## src/rtl/swo_uart_rx.sv

```systemverilog
// SWO (NRZ/UART) receiver: synchronises the SWO pin, deserialises frames, and offers bytes on valid/ready.
// Define SWO_RX_GLITCH_FILTER_EN to take every sample as a 3-sample majority vote.
`timescale 1ns/1ps
module swo_uart_rx #(
  parameter int unsigned pDIV_WIDTH = 8
) (
  input  logic                  uart_clk,
  input  logic                  reset_i,
  input  logic                  I_swo,
  input  logic                  I_enable,
  input  logic [pDIV_WIDTH-1:0] I_bitrate_div,
  input  logic [1:0]            I_stop_bits,
  input  logic [3:0]            I_data_bits,
  input  logic                  I_ready,
  input  logic                  I_clear_status,
  output logic [7:0]            O_data,
  output logic                  O_valid,
  output logic                  O_frame_err,
  output logic                  O_overrun,
  output logic                  O_busy
);

  localparam int unsigned DW = pDIV_WIDTH;
`ifdef SWO_RX_GLITCH_FILTER_EN
  localparam logic [DW-1:0] DIV_MIN = DW'(2);
`else
  localparam logic [DW-1:0] DIV_MIN = DW'(1);
`endif

  typedef enum logic [1:0] {ST_IDLE, ST_START, ST_DATA, ST_STOP} state_e;

  state_e          state_q, state_d;
  logic            sync1_q, swo_s_q, swo_prev_q;
  logic [DW-1:0]   cnt_q, cnt_d;
  logic [DW-1:0]   div_q, div_d;
  logic [3:0]      nbits_q, nbits_d;
  logic            two_stop_q, two_stop_d;
  logic [2:0]      bit_idx_q, bit_idx_d;
  logic            stop_idx_q, stop_idx_d;
  logic [7:0]      shift_q, shift_d;
  logic            err_q, err_d;
  logic            done_q, done_d;
  logic [7:0]      data_q, data_d;
  logic            valid_q, valid_d;
  logic            ferr_q, ferr_d;
  logic            ovr_q, ovr_d;
  logic            busy_q, busy_d;
  logic [DW-1:0]   div_eff_c;
  logic [DW-1:0]   half_c;
  logic            sample_c;

`ifdef SWO_RX_GLITCH_FILTER_EN
  logic swo_prev2_q;
  always_ff @(posedge uart_clk) begin
    if (reset_i) swo_prev2_q <= 1'b1;
    else         swo_prev2_q <= swo_prev_q;
  end
  assign sample_c = (swo_s_q & swo_prev_q) | (swo_s_q & swo_prev2_q) | (swo_prev_q & swo_prev2_q);
`else
  assign sample_c = swo_s_q;
`endif

  assign div_eff_c = (I_bitrate_div < DIV_MIN) ? DIV_MIN : I_bitrate_div;
  assign half_c    = div_eff_c >> 1;

  // Frame FSM: the start sample lands half a bit after the detected falling edge.
  always_comb begin
    state_d    = state_q;
    cnt_d      = cnt_q;
    div_d      = div_q;
    nbits_d    = nbits_q;
    two_stop_d = two_stop_q;
    bit_idx_d  = bit_idx_q;
    stop_idx_d = stop_idx_q;
    shift_d    = shift_q;
    err_d      = err_q;
    done_d     = 1'b0;
    if (!I_enable) begin
      state_d = ST_IDLE;
    end else begin
      case (state_q)
        ST_IDLE: begin
          if (!swo_s_q && swo_prev_q) begin
            div_d      = div_eff_c;
            nbits_d    = (I_data_bits >= 4'd5 && I_data_bits <= 4'd8) ? I_data_bits : 4'd8;
            two_stop_d = (I_stop_bits == 2'd2);
            shift_d    = 8'h00;
            err_d      = 1'b0;
            bit_idx_d  = 3'd0;
            stop_idx_d = 1'b0;
            // A zero half-period means the detection cycle itself is the start sample.
            if (half_c == '0) begin
              state_d = ST_DATA;
              cnt_d   = div_eff_c;
            end else begin
              state_d = ST_START;
              cnt_d   = DW'(half_c - DW'(1));
            end
          end
        end
        ST_START: begin
          if (cnt_q != '0) begin
            cnt_d = DW'(cnt_q - DW'(1));
          end else if (sample_c) begin
            state_d = ST_IDLE;
          end else begin
            state_d   = ST_DATA;
            cnt_d     = div_q;
            bit_idx_d = 3'd0;
          end
        end
        ST_DATA: begin
          if (cnt_q != '0) begin
            cnt_d = DW'(cnt_q - DW'(1));
          end else begin
            shift_d[bit_idx_q] = sample_c;
            cnt_d              = div_q;
            if (4'(bit_idx_q) + 4'd1 == nbits_q) begin
              state_d    = ST_STOP;
              stop_idx_d = 1'b0;
            end else begin
              bit_idx_d = 3'(bit_idx_q + 3'd1);
            end
          end
        end
        ST_STOP: begin
          if (cnt_q != '0) begin
            cnt_d = DW'(cnt_q - DW'(1));
          end else begin
            if (!sample_c) err_d = 1'b1;
            cnt_d = div_q;
            if (stop_idx_q == two_stop_q) begin
              state_d = ST_IDLE;
              done_d  = 1'b1;
            end else begin
              stop_idx_d = 1'b1;
            end
          end
        end
        default: state_d = ST_IDLE;
      endcase
    end
  end

  // Output slot: a handshake frees it; a completed byte either fills it or raises overrun.
  always_comb begin
    data_d  = data_q;
    ferr_d  = ferr_q;
    valid_d = valid_q & ~I_ready;
    ovr_d   = ovr_q & ~I_clear_status;
    busy_d  = (state_d != ST_IDLE);
    if (done_q) begin
      if (valid_q && !I_ready) begin
        ovr_d = 1'b1;
      end else begin
        data_d  = shift_q;
        ferr_d  = err_q;
        valid_d = 1'b1;
      end
    end
  end

  always_ff @(posedge uart_clk) begin
    if (reset_i) begin
      state_q    <= ST_IDLE;
      sync1_q    <= 1'b1;
      swo_s_q    <= 1'b1;
      swo_prev_q <= 1'b1;
      cnt_q      <= '0;
      div_q      <= '0;
      nbits_q    <= 4'd0;
      two_stop_q <= 1'b0;
      bit_idx_q  <= 3'd0;
      stop_idx_q <= 1'b0;
      shift_q    <= 8'h00;
      err_q      <= 1'b0;
      done_q     <= 1'b0;
      data_q     <= 8'h00;
      valid_q    <= 1'b0;
      ferr_q     <= 1'b0;
      ovr_q      <= 1'b0;
      busy_q     <= 1'b0;
    end else begin
      state_q    <= state_d;
      sync1_q    <= I_swo;
      swo_s_q    <= sync1_q;
      swo_prev_q <= swo_s_q;
      cnt_q      <= cnt_d;
      div_q      <= div_d;
      nbits_q    <= nbits_d;
      two_stop_q <= two_stop_d;
      bit_idx_q  <= bit_idx_d;
      stop_idx_q <= stop_idx_d;
      shift_q    <= shift_d;
      err_q      <= err_d;
      done_q     <= done_d;
      data_q     <= data_d;
      valid_q    <= valid_d;
      ferr_q     <= ferr_d;
      ovr_q      <= ovr_d;
      busy_q     <= busy_d;
    end
  end

  assign O_data      = data_q;
  assign O_valid     = valid_q;
  assign O_frame_err = ferr_q;
  assign O_overrun   = ovr_q;
  assign O_busy      = busy_q;

endmodule

```

## config.mk

```make
export PLATFORM = sky130hd
export DESIGN_NAME = swo_uart_rx
export DESIGN_NICKNAME = d
export VERILOG_FILES = /design/src/rtl/swo_uart_rx.sv
export SDC_FILE = /design/constraint.sdc
export NUM_CORES = 1
export LEC_CHECK = 0
export CELL_PAD_IN_SITES_DETAIL_PLACEMENT = 1
export CELL_PAD_IN_SITES_GLOBAL_PLACEMENT = 2
export CORE_ASPECT_RATIO = 0.75
export CORE_MARGIN = 1
export CORE_UTILIZATION = 30
export CTS_BUF_LIST = sky130_fd_sc_hd__clkbuf_16
export DETAILED_ROUTE_END_ITERATION = 6
export MAX_ROUTING_LAYER = met4
export PLACE_DENSITY = 0.82
export SLEW_MARGIN = 5
export SYNTH_ARGS = -nofsm -noshare
export SYNTH_HDL_FRONTEND = slang
export SYNTH_SLANG_ARGS = --single-unit
```

## constraint.sdc

```tcl
create_clock -name uart_clk -period 1.9 [get_ports uart_clk]
set_input_delay 0.19 -clock uart_clk [delete_from_list [all_inputs] [get_ports uart_clk]]
set_output_delay 0.19 -clock uart_clk [all_outputs]
set_load 0.02 [all_outputs]
```

**Word level (Yosys, flattened, before mapping)**

Cells that the tools add are included.

- Input bits: 20
- Output and inout port bits: 12
- Logic and storage cells: 117
- Flip-flop bits (word level): 52

- Reduce and logical (&&, ||, !) cells: 23
- Add/subtract/negate cells: 4
- Equality and inequality tests: 16
- Bitwise gates (word level): 7
- Mux-type cells: 44
- Magnitude comparators: 5

Operators with widths:

| operator | number |
|---|---|
| $mux W8 | 8 |
| $pmux W8 S3 | 1 |
| $mux W2 | 9 |
| $ne A2 B2 Y1 const B | 9 |
| $pmux W8 S2 | 1 |
| $mux W3 | 5 |
| $reduce_and A7 Y1 | 2 |
| $mux W1 | 13 |
| $pmux W3 S3 | 1 |
| $bwmux W8 | 1 |
| $logic_not A8 Y1 | 1 |
| $lt A8 B1 Y1 const B | 1 |
| $pmux W2 S4 | 1 |
| $reduce_bool A8 Y1 | 1 |
| $sub A7 B1 Y8 const B | 1 |
| $sub A8 B1 Y8 const B | 1 |
| $eq A2 B2 Y1 const B | 3 |
| $reduce_and A3 Y1 | 2 |
| $reduce_bool A2 Y1 | 3 |
| $reduce_bool A3 Y1 | 2 |
| $not A1 Y1 | 5 |
| $reduce_and A5 Y1 | 1 |
| $add A3 B1 Y4 const B | 1 |
| $eq A4 B4 Y1 | 1 |
| 20 further kinds | 25 |

**Depth between registers and ports, before layout**

- Depth after elaboration: 8
- Depth in mapped cells: 8
- Mapped depth without buffers: 7

**Worst setup path before layout**

Ideal clock, no wire load.

- Path type: register -> register
- Start: reg cnt_q[0]
- End: reg bit_idx_q[1]
- Library setup time: 123 ps
- Path buffers: 1
- Data required time: 1777 ps
- Arrival time: 1857 ps
- Cell stages (with the launch flop): 9
- Clock period less this slack: 1980 ps
- Setup slack: -80 ps
- Cells stage by stage: dfxtp_1 -> inv_1 -> ha_1 -> nor4b_4 -> nand3_2 -> clkbuf_1 -> o31ai_1 -> a22oi_1 -> mux2_1

- Word-level cells in the longest chain between the ends: 3
- Elaborated cells between the ends (all ways): 4
- Those cells by class: eq/ne (2); reduce/logical (2)

RTL lines:

| item | RTL line | source |
|---|---|---|
| start, declared | 34 | `logic [DW-1:0] cnt_q, cnt_d;` |
| start signal, assigned | 188 | `cnt_q <= cnt_d;` |
| $reduce_bool A8 Y1 * | 102, 113 |  |
| $ne A2 B2 Y1 (no line) | - |  |
| $reduce_and A7 Y1 (no line) * | - |  |
| end signal, assigned | 192 | `bit_idx_q <= bit_idx_d;` |
| end, declared | 38 | `logic [2:0] bit_idx_q, bit_idx_d;` |

Mark *: on every way between the ends. The rest lies on a longest branch, timed or not.
A chain may end at the register's enable or synchronous reset.

**Final worst setup path**

- Start: reg cnt_q[0]
- End: reg busy_q, in the netlist O_busy

- Word-level cells in the longest chain between the ends: 5
- Elaborated cells between the ends (all ways): 7
- Those cells by class: mux (5); reduce/logical (2)

RTL lines:

| item | RTL line | source |
|---|---|---|
| $reduce_bool A8 Y1 * | 102, 113, 127 |  |
| $mux W2 (on tied branches) | 127, 102, 113 |  |
| $pmux W2 S4 * | 81 | `case (state_q)` |
| $mux W2 * | 78 | `if (!I_enable) begin` |
| $reduce_bool A2 Y1 * | 151 | `busy_d = (state_d != ST_IDLE);` |
| end signal, assigned | 201 | `busy_q <= busy_d;` |
| end, declared | 47 | `logic busy_q, busy_d;` |

Marks and branches as above.

==> out/results.txt <==
largest net degree at the start of global routing -> 29
Final period util -> 103%
Die Y -> 83.3 um
drt pass-1 iters -> 4
clock root buffer -> clkbuf_16
main combinational cell family by area after synthesis -> simple AND/OR/NAND/NOR gates
Synth Area in Adders -> 1.89%
Worst Hold Class -> in -> reg
compound-gate portion of the synthesized area -> 21.4%
core region area -> 8490 um^2
clock insertion delay at the later pin of the skew report -> 0.29 ns
largest cells by area after synthesis -> dfxtp_1 (39%), a21oi_1 (6.3%), nor2_1 (5.3%)
count of final setup violators -> 11
total CTS buffers -> 5
PD cells -> 728 nW/um^2
drt via density -> 5.34
RSZ-0062 raised after global routing -> yes
final setup margin -> -0.0623 ns
Ant. Diodes -> 0
endpoint arrival time on the critical path -> 2.15 ns
setup TNS -> -0.227 ns
clock sinks -> 52
register area share after synthesis -> 39.4%
Power Total -> 2810 uW
Max transition margin -> 69.6%
Hold Fails Final Rpt -> 0
CP top delay family -> simple AND/OR/NAND/NOR gates
violated checks -> setup timing
worst-path cell chain -> inv_2, ha_4, or4b_4, nor2_4, buf_6, and3_1, nor4_2, or2_1
critical path's largest stage delay -> 0.51 ns
FP Rows -> 29
I/O Buffers -> 31
worst vdd ir -> 0.000521 V
Setup CP Type -> reg -> reg
die extent in x -> 110 um
TritonCTS clock tree -> built
crit path max fanout -> 5
first-pass GRT wire length -> 13700 um
synth warn -> 0
final-stage net count -> 420
clock-pin slew on the worst setup and hold paths -> 0.08 ns
outcome -> complete, but fails checks
vias in the first global route -> 2628
Yosys top cell area share -> 39.4%
Netlist cell types -> 54
H-tree levels -> 2
synthesized instance count -> 325
commonest non-fill, non-tap cell in the layout -> dfxtp_1
Worst Tran Pin Value -> 0.456 ns
crit path launch type -> register
IO Pins -> 32
Avg Synthesized Cell Area -> 8.13 um^2
Residual DRC -> 0
cell taking the most area after synthesis -> dfxtp_1
Die ar. -> 9190 um^2
GPL Wtd Cong -> 0.821
Synth Area in XOR/XNOR -> 3.55%
Crit path buffers/inverters -> 2
Async SR Flop Fraction -> 0%
mux share of post-synthesis cell area -> 2.70%
final WL -> 8810 um
gr ovfl total -> 0
GRT Overall Usage -> 20.0%
Leak Pwr -> 0.00144 uW
Max Cap Viol -> 0
initial cell density of the core -> 31.1%
Clock Skews -> 0.0106 ns
Post-DRT Antenna Nets -> 0
register bit total from synthesis -> 52
fmax -> 0.510 GHz
synthesized area -> 2640 um^2
antenna violations before repair -> 0
synthesis-to-layout area growth -> 46.3%
WL/cell -> 17.4 um
Main synth FF type -> dfxtp_1
Worst setup EP type -> register
Worst path slowest cell -> or4b_4
share of cells above drive strength 1 -> 28.2%
post-DP HPWL -> 6160 um
Worst EP required -> 2.08 ns
Slew Viols, Final -> 0
CTS Buffer Depth -> 2
1st-iter DRT viols -> 158
fin crit period -> 1.96 ns
most frequent cells in the layout -> dfxtp_1 (49), buf_4 (46), nor2_1 (36)
Mapped Nets -> 349
EDFF count, synth -> 0
Via Count -> 2698
Post-Synth Simple-Gate Area -> 26.0%
## metrics by stage
step | hold WS (ns) | cells | util [%] | worst slack [ns] | area [um^2]
2_1_floorplan | 0.294 | 325 | - | -0.00571 | 2650
3_3_place_gp | 0.406 | 490 | 39.4 | -0.255 | 3350
3_5_place_dp | 0.413 | 490 | 39.4 | -0.287 | 3350
4_1_cts | 0.198 | 500 | 43.1 | -0.0583 | 3660
5_1_grt | 0.209 | 505 | 45.5 | -0.122 | 3870
6_report | 0.199 | 505 | 45.5 | -0.0623 | 3870
## cell usage after synthesis (2+ instances only)
| cell type | n |
|---|---|
| ha_1 | 4 |
| o41ai_1 | 2 |
| nand2_1 | 27 |
| mux2i_1 | 6 |
| nand3_1 | 11 |
| xnor2_1 | 3 |
| o31ai_1 | 3 |
| a31oi_1 | 3 |
| buf_1 | 3 |
| o32ai_1 | 5 |
| or2_2 | 3 |
| nor3_1 | 15 |
| o21ai_0 | 9 |
| nor4_1 | 4 |
| nand3b_1 | 2 |
| o21ai_1 | 5 |
| a21oi_1 | 33 |
| inv_1 | 15 |
| or4_1 | 5 |
| dfxtp_1 | 52 |
| and2_1 | 2 |
| nor3b_1 | 2 |
| clkbuf_1 | 15 |
| a211o_1 | 2 |
| o211ai_1 | 5 |
| a311oi_1 | 5 |
| a22oi_1 | 2 |
| nor2_1 | 37 |
| xor2_1 | 5 |
| and3_1 | 2 |
| nand2b_1 | 3 |
| or2_1 | 2 |
| nor2b_1 | 8 |
| or3_1 | 5 |
## cell type report
class	count	area, um^2
Tap cell	108	135
Timing Repair Buffer	83	718
Inverter	15	56.3
Clock buffer	5	125
Multi-Input combinational cell	239	1720
Clock inverter	3	68.8
Fill cell	1025	4620
Sequential cell	52	1040
## power by group
group / total [uW] / leakage (uW) / internal [uW] / switching, uW
Combinational: 498 / 0.000922 / 234 / 263
Clock: 1190 / 0.0000944 / 760 / 428
Sequential: 1130 / 0.000422 / 1110 / 20.5
Total: 2810 / 0.00144 / 2100 / 711
## per-layer routing
layer	vias to the layer above	wire length (um)	global-route usage [%]
met4	0	53	4.90
met3	4	249	3.61
met2	57	3880	28.5
met5	-	0	-
li1	1313	-	-
met1	1324	4620	28.9
## state kept, by name (all words and copies together), names as in the netlist, 2 cells and up
name,count
O_data,8
cnt_q,8
nbits_q,4
state_q,2
bit_idx_q,3
div_q,8
shift_q,8
## kinds of logic after synthesis
group                    count (synthesis)
flip-flops                              52
AND/OR/NAND/NOR                        133
AO/OA/AOI/OAI                           86
adder cells (fa/ha/maj)                  4
buffers and inverters                   34
XOR/XNOR                                 9
multiplexers                             7
## worst paths after layout
check	slack [ns]	start	to	depth (start not counted)
worst min register to register	0.43	sync1_q$_SDFF_PP1_	sample_c$_SDFF_PP1_	1
worst min-delay path	0.20	reset_i	O_data[4]$_SDFFE_PP0P_	2
worst max register to register	-0.06	cnt_q[0]$_SDFFE_PP0P_	O_busy$_SDFF_PP0_	8
worst max-delay path	-0.06	cnt_q[0]$_SDFFE_PP0P_	O_busy$_SDFF_PP0_	8
## what timing repair did
item | CTS | global route
setup endpoints to repair | 20 | 24
hold buffers | 0 | 0
setup buffers | 2 | 4
resized for setup | 22 | 35
pin swaps | 9 | 18
hold endpoints to repair | 0 | 0
cloned | 0 | 1
No activity file was read; power rests on OpenSTA's default activity.
